### src/rtl/ext_mem_block_bridge.sv
// Bridges the system memory port to a word-wide RAM, serialising single and block transfers.
// Build option: define EXT_BRIDGE_CRITICAL_WORD_FIRST_EN to start block reads at the requested word.
`timescale 1ns/1ps
module ext_mem_block_bridge #(
  parameter int BLOCK_WORDS = 16
) (
  input  logic        clock_i,
  input  logic        reset_i,
  input  logic        mem_req_i,
  input  logic        mem_reqBlock_i,
  input  logic        mem_clear_i,
  input  logic        mem_rw_i,
  input  logic [23:0] mem_add_i,
  input  logic [31:0] mem_data_i,
  output logic [31:0] mem_data_o,
  output logic        mem_done_o,
  output logic        mem_ready_o,
  output logic        mem_valid_o,
  output logic        ram_req_o,
  output logic        ram_rw_o,
  output logic [23:0] ram_add_o,
  output logic [31:0] ram_data_o,
  input  logic [31:0] ram_data_i,
  input  logic        ram_ack_i,
  output logic [2:0]  dbg_state_o
);
  localparam int OW = $clog2(BLOCK_WORDS);
  localparam int CW = OW + 1;

  typedef enum logic [2:0] {IDLE, RD_ISSUE, WR_FILL, WR_DRAIN, DONE} state_t;

  state_t           r_state;
  logic             r_block;
  logic [23-OW:0]   r_base_hi;
  logic [OW-1:0]    r_start;
  logic [CW-1:0]    r_cnt;
  logic [CW-1:0]    r_fill;
  logic [31:0]      r_buf [BLOCK_WORDS];

  logic [OW-1:0]    w_crit_off;
  logic [OW-1:0]    w_next_off;
  logic             w_last;
  logic             w_accept;

`ifdef EXT_BRIDGE_CRITICAL_WORD_FIRST_EN
  assign w_crit_off = mem_add_i[OW-1:0];
`else
  assign w_crit_off = '0;
`endif

  // Offsets wrap inside the block, so addresses never carry into the base bits.
  assign w_next_off  = r_start + r_cnt[OW-1:0] + OW'(1);
  assign w_last      = r_block ? (r_cnt == CW'(BLOCK_WORDS - 1)) : 1'b1;
  assign w_accept    = mem_req_i && mem_ready_o && !mem_clear_i && !reset_i;
  assign dbg_state_o = r_state;

  always_ff @(posedge clock_i) begin
    if (w_accept && mem_rw_i && mem_reqBlock_i)
      r_buf[0] <= mem_data_i;
    else if (r_state == WR_FILL && mem_req_i && !mem_clear_i && !reset_i)
      r_buf[r_fill[OW-1:0]] <= mem_data_i;
  end

  // RAM handshake: ram_req_o with ram_add_o/ram_rw_o/ram_data_o is held stable until a
  // cycle with ram_ack_i=1 completes the word; ack while ram_req_o=0 has no effect.
  always_ff @(posedge clock_i) begin
    if (reset_i) begin
      r_state     <= IDLE;
      r_block     <= 1'b0;
      r_base_hi   <= '0;
      r_start     <= '0;
      r_cnt       <= '0;
      r_fill      <= '0;
      mem_data_o  <= '0;
      mem_done_o  <= 1'b0;
      mem_ready_o <= 1'b0;
      mem_valid_o <= 1'b0;
      ram_req_o   <= 1'b0;
      ram_rw_o    <= 1'b0;
      ram_add_o   <= '0;
      ram_data_o  <= '0;
    end else if (mem_clear_i) begin
      r_state     <= IDLE;
      r_cnt       <= '0;
      r_fill      <= '0;
      mem_done_o  <= 1'b0;
      mem_valid_o <= 1'b0;
      mem_ready_o <= 1'b1;
      ram_req_o   <= 1'b0;
    end else begin
      mem_valid_o <= 1'b0;
      mem_done_o  <= 1'b0;
      case (r_state)
        IDLE: begin
          mem_ready_o <= 1'b1;
          if (mem_req_i && mem_ready_o) begin
            mem_ready_o <= 1'b0;
            r_block     <= mem_reqBlock_i;
            r_base_hi   <= mem_add_i[23:OW];
            r_cnt       <= '0;
            r_fill      <= '0;
            ram_rw_o    <= mem_rw_i;
            r_start     <= (!mem_rw_i && mem_reqBlock_i) ? w_crit_off : '0;
            if (mem_rw_i && mem_reqBlock_i) begin
              r_fill  <= CW'(1);
              r_state <= WR_FILL;
            end else begin
              ram_req_o  <= 1'b1;
              ram_data_o <= mem_data_i;
              ram_add_o  <= mem_reqBlock_i ? {mem_add_i[23:OW], w_crit_off} : mem_add_i;
              r_state    <= mem_rw_i ? WR_DRAIN : RD_ISSUE;
            end
          end
        end
        WR_FILL: begin
          if (mem_req_i) begin
            r_fill <= r_fill + CW'(1);
            if (r_fill == CW'(BLOCK_WORDS - 1)) begin
              ram_req_o  <= 1'b1;
              ram_add_o  <= {r_base_hi, OW'(0)};
              ram_data_o <= r_buf[0];
              r_state    <= WR_DRAIN;
            end
          end
        end
        RD_ISSUE, WR_DRAIN: begin
          if (ram_req_o && ram_ack_i) begin
            if (r_state == RD_ISSUE) begin
              mem_data_o  <= ram_data_i;
              mem_valid_o <= 1'b1;
            end
            if (w_last) begin
              ram_req_o  <= 1'b0;
              mem_done_o <= 1'b1;
              r_state    <= DONE;
            end else begin
              r_cnt     <= r_cnt + CW'(1);
              ram_add_o <= {r_base_hi, w_next_off};
              if (r_state == WR_DRAIN) ram_data_o <= r_buf[w_next_off];
            end
          end
        end
        DONE: begin
          mem_ready_o <= 1'b1;
          r_state     <= IDLE;
        end
        default: r_state <= IDLE;
      endcase
    end
  end
endmodule

### config.mk
export PLATFORM = sky130hd
export DESIGN_NAME = ext_mem_block_bridge
export DESIGN_NICKNAME = d
export VERILOG_FILES = /design/src/rtl/ext_mem_block_bridge.sv
export SDC_FILE = /design/constraint.sdc
export NUM_CORES = 1
export LEC_CHECK = 0
export ABC_AREA = 0
export CORE_ASPECT_RATIO = 1.2
export CORE_UTILIZATION = 40
export CTS_BUF_LIST = sky130_fd_sc_hd__clkbuf_8
export CTS_CLUSTER_SIZE = 25
export DETAILED_ROUTE_END_ITERATION = 16
export PLACE_DENSITY = 0.69
export RECOVER_POWER = 25
export SLEW_MARGIN = 5
export SYNTH_ARGS = -nofsm -noshare
export SYNTH_HDL_FRONTEND = slang
export SYNTH_SLANG_ARGS = --single-unit
### constraint.sdc
create_clock -name clock_i -period 9.3 [get_ports clock_i]
set_input_delay 2.325 -clock clock_i [delete_from_list [all_inputs] [get_ports clock_i]]
set_output_delay 2.325 -clock clock_i [all_outputs]
set_load 0.02 [all_outputs]
== Word-level counts from Yosys, hierarchy flattened ==
Memory sizes are Yosys's and may differ from the RTL's.
Index checks and enable logic that the tools add are counted.

* Add/subtract/negate cells: 3
* Eq/ne operators: 14
* Mux-type cells: 53
* Bitwise logic cells: 3
* Reductions and logical operators: 29

{| class="wikitable"
|+ Operator list
! kind !! count
|-
| 32-bit two-way mux || 8
|-
| 24-bit two-way mux || 6
|-
| 32-bit case mux with 3 select lines || 1
|-
| 24-bit case mux with 3 select lines || 1
|-
| 32-bit OR reduction || 1
|-
| 5-bit two-way mux || 5
|-
| 5-bit case mux with 2 select lines || 2
|-
| 1-bit two-way mux || 18
|-
| 3-bit two-way mux || 5
|-
| 2-bit != test (second input constant) || 7
|-
| 5-bit by 1-bit adder with 5-bit output (second input constant) || 2
|-
| 5-bit by 4-bit equality test with 1-bit output (second input constant) || 2
|-
| 1-bit logical AND || 10
|-
| 3-bit case mux with 3 select lines || 1
|-
| 9-bit AND reduction || 1
|-
| 4-bit two-way mux || 2
|-
| 4-bit AND reduction || 2
|-
| 8-bit AND reduction || 1
|-
| 7-bit AND reduction || 1
|-
| 3-bit by 2-bit equality test with 1-bit output (second input constant) || 2
|-
| 3-bit AND reduction || 2
|-
| 3-bit nonzero test || 2
|-
| 5-bit AND reduction || 1
|-
| 4-bit by 1-bit adder with 4-bit output (second input constant) || 1
|-
| 12 further kinds || 18
|}

* Bits in registers: 127
* Memory bits (writable): 512
* Bits of input ports: 95
* Output and inout port bits: 96
* Logic and storage cells: 116
* Memories kept: 1

{| class="wikitable"
|+ Memory list
! name !! depth !! bits a word !! read ports !! clocked after memory_dff !! wr ports !! line !! RTL
|-
| r_buf || 16 || 32 || 2 || 0 || 1 || 38 || <nowiki>logic [31:0] r_buf [BLOCK_WORDS];</nowiki>
|}

== Depth between registers and ports, before layout ==
* Depth after elaboration: 9
* Mapped depth: 9
* Gate-level depth less buffers: 8

== Worst setup path before layout ==
Ideal clock, no wire load.

* Kind: input -> register
* From: input reset_i
* To: memory r_buf[12][0] (enable)
* Arrival: 5.812 ns
* Required time: 8.799 ns
* Path slack: 2.987 ns
* Cell stages on the path: 4
* Buffers on the path: 1
* Cell sequence: clkbuf_1 > nor2_1 > nand3_1 > nor4_1

* Word-level cells in the longest chain between the ends: 8

{| class="wikitable"
|+ Ends and longest elaborated chain
! item !! line !! RTL
|-
| start: declaration || 8 || <nowiki>input logic reset_i,</nowiki>
|-
| 1-bit logical NOT * || 54, 60 ||
|-
| 1-bit logical AND || 54 || <nowiki>assign w_accept = mem_req_i && mem_ready_o && !mem_clear_i && !reset_i;</nowiki>
|-
| 1-bit logical AND (2 in a row) || 58 || <nowiki>if (w_accept && mem_rw_i && mem_reqBlock_i)</nowiki>
|-
| 1-bit two-way mux || 58 ||
|-
| 1-bit two-way mux (implied by the code) || 61 || <nowiki>r_buf[r_fill[OW-1:0]] <= mem_data_i;</nowiki>
|-
| 32-bit OR reduction (no source line) || -- ||
|-
| 4-bit two-way mux (no source line) or 1-bit two-way mux (tied branches) || -- ||
|-
| end: declaration || 38 ||
|}

Mark *: on every way between the ends. The rest lies on a longest branch, timed or not.

== Worst setup path in the final report ==
* From: input mem_rw_i
* To: memory r_buf[10][23] (enable)

* Word-level cells in the longest chain between the ends: 6

{| class="wikitable"
|+ Ends and longest elaborated chain
! item !! line !! RTL
|-
| start: declaration || 12 || <nowiki>input logic mem_rw_i,</nowiki>
|-
| 1-bit logical AND * (2 in a row) || 58 ||
|-
| 1-bit two-way mux || 58 ||
|-
| 1-bit two-way mux (implied by the code) || 61 ||
|-
| 32-bit OR reduction (no source line) || -- ||
|-
| 4-bit two-way mux (no source line) or 1-bit two-way mux (tied branches) || -- ||
|}

Marked as above.

==> metrics.txt <==
synthesized instance count=1747; die area=0.0645 sq mm; maximum buffer depth of the clock tree=3; port bufs=190; synthesized netlist net count=1846; Routed Wire Length=60400 um; Worst R2R End=ram_data_o[16]; CORE AREA=0.0624 sq mm; pwr/cell area=183 mW/mm^2; Hold Vio Cnt, Final=0; post-CTS resize count=0; max-slew violation count=0; max_slew headroom=14.1%; crit path kind=in -> reg; DRC viols=0; CP Data Required Time=9570 ps; placed cells=2653; Final Cycle Share=51.1%; antenna violations before repair=1; Die Y=278 um; Multi-input gate area=0.00708 sq mm; crit-path max cell delay=1080 ps; Detail Route Antenna Nets=0; first-pass GRT wire length=92600 um; worst path cell trace=clkdlybuf4s50_1, nand3_1, nor2b_1, and3_1, nand3b_1, nor2_4; Max Fanout on Critical Path=32; pin count of the biggest net entering global routing=128; post-synthesis register bit count=639; Routed wire per std cell=21.4 um; Setup-failing EPs final=0; vias in the first global route=15900; register area share after synthesis=70.6%; worst r2r src=r_cnt[0]; placer congestion estimate=0.778; DR iter-0 viols=1191; DR vias=15500; via/cell ratio=5.48; CP Capture Type=flop; VDD IR max=101 uV; Synth area leader=edfxtp_1; Setup TNS=0 ps; syn avg cell area=14.5 sq um; cell area after synthesis=0.0254 sq mm; Filler Cell Count=5257; Min Clock Period, post-route=4750 ps; Max-Cap Viols=0; Setup Buffers After CTS=0; CTS tree=done; Critical Path End=r_buf[10][23]; status=complete, no violations; Crit-path slowest cell=nor2_4; hold_buf cts=0; H-tree Lvls=3; Die X=232 um; startpoint types=input pin; Num CTS Buffers=93; Worst Hold Path Cells=2; register area=0.0179 sq mm; Ports=191; fin cells=2824; clk_lat worst skew=680 ps; Rows=100; Tightest Pin Transition=1290 ps; most common cell after layout, fill and taps aside=edfxtp_1; Initial Util=40.6%; # diodes=0; Highest Clock Rate=0.211 GHz; setup repair after global routing missed its margin=no; commonest cells after routing, fill and taps aside=edfxtp_1, mux2i_1, clkdlybuf4s50_1, a22oi_1, dfxtp_1; root buf cell=clkbuf_8; Setup Skew=29.6 ps; Synth Flop Type=edfxtp_1; Post-synth EDFFs=512; reg2reg path depth=7; synth top area cells=edfxtp_1, mux2i_1, dfxtp_1; synthesis-to-finish area growth=17.7%; Pleak=0.00916 uW; Netlist cell types=48; R2R setup slack=5350 ps; Final Util=47.8%; layout cells sized above 1=8.67%; total global routing overflow=0; NumNets Final=2031; Total GRT Usage=18.7%; Sink Count=639; HPWL after DPL=33700 um; critical path arrival=5020 ps; Critical path origin=mem_rw_i; total iterations of the first detailed-routing run=5; HP Class=reg -> reg; clk slew on worst S/H paths=60 ps; ys async rst share=0%; YS warnings=0; top cell type's share of synthesized area=60.6%
[critical path, delay by kind of cell]
kind	cells	cell delay, ps
buf+inv	1	550
simple gates	5	2120
[logic make-up after synthesis]
kind of cell	share of synthesized area, %
compound gates	8.98
xor+xnor	0.173
fa+ha+maj	0.197
buf+inv	2.20
flops	70.6
mux	11.8
simple gates	6.01
[flip-flops by register name (all words and copies together), names as in the netlist, 3 cells and up]
signal,cells
ram_add_o,24
mem_data_o,32
r_base_hi,20
dbg_state_o,3
r_fill,5
ram_data_o,32
r_buf,512
r_cnt,5
[per-layer routing]
layer	track usage, %	vias to the layer above	part of all wire (%)
li1	-	7117	-
met1	23.3	7715	41
met2	32.4	541	51
met3	3.03	97	5.8
met4	6.78	2	2.1
met5	0	-	0.022
[worst min path at each step]
stage                               from             end  slack [ps]
final                          r_fill[4]       r_fill[4]         450
after global routing      mem_data_o[12]  mem_data_o[12]         480
after CTS                 mem_data_o[10]  mem_data_o[10]         460
after detailed placement  mem_data_o[10]  mem_data_o[10]         450
after global placement     mem_data_o[9]   mem_data_o[9]         440
after floorplan                r_fill[4]       r_fill[4]         430
[through the flow]
stage	hold WS (ps)	worst slack, ps	power, uW	area [sq um]
detailed placement	449	3890	3420	28100
CTS	457	4610	5520	29900
global placement	441	3980	3410	28100
global route	480	4430	5680	29900
floorplan	432	2990	3280	25400
finish	454	4550	5470	29900
[cell type report]
class / count / area share, %
clock buffers: 97 / 4.47
clock inverters: 74 / 1.37
inverters: 3 / 0.0377
multi-input cells: 981 / 23.7
flip-flops and latches: 639 / 60.0
well taps: 816 / 3.42
repair buffers: 214 / 6.97
[synth_stat cells, types with 34 or more instances]
master and instances:
a22oi_1 130, buf_2 52, o21ai_0 34, a21oi_1 78, nand3_1 40, edfxtp_1 512, mux2i_1 299, nor2_1 106
nor2b_1 36, nand2_1 110, clkbuf_1 62, dfxtp_1 127
[where the power goes]
group / total, uW / switching (uW) / internal (uW)
registers: 3120 / 14.5 / 3100
clock network: 2110 / 1030 / 1080
logic: 238 / 139 / 98.7
(Power assumes the default switching activity.)
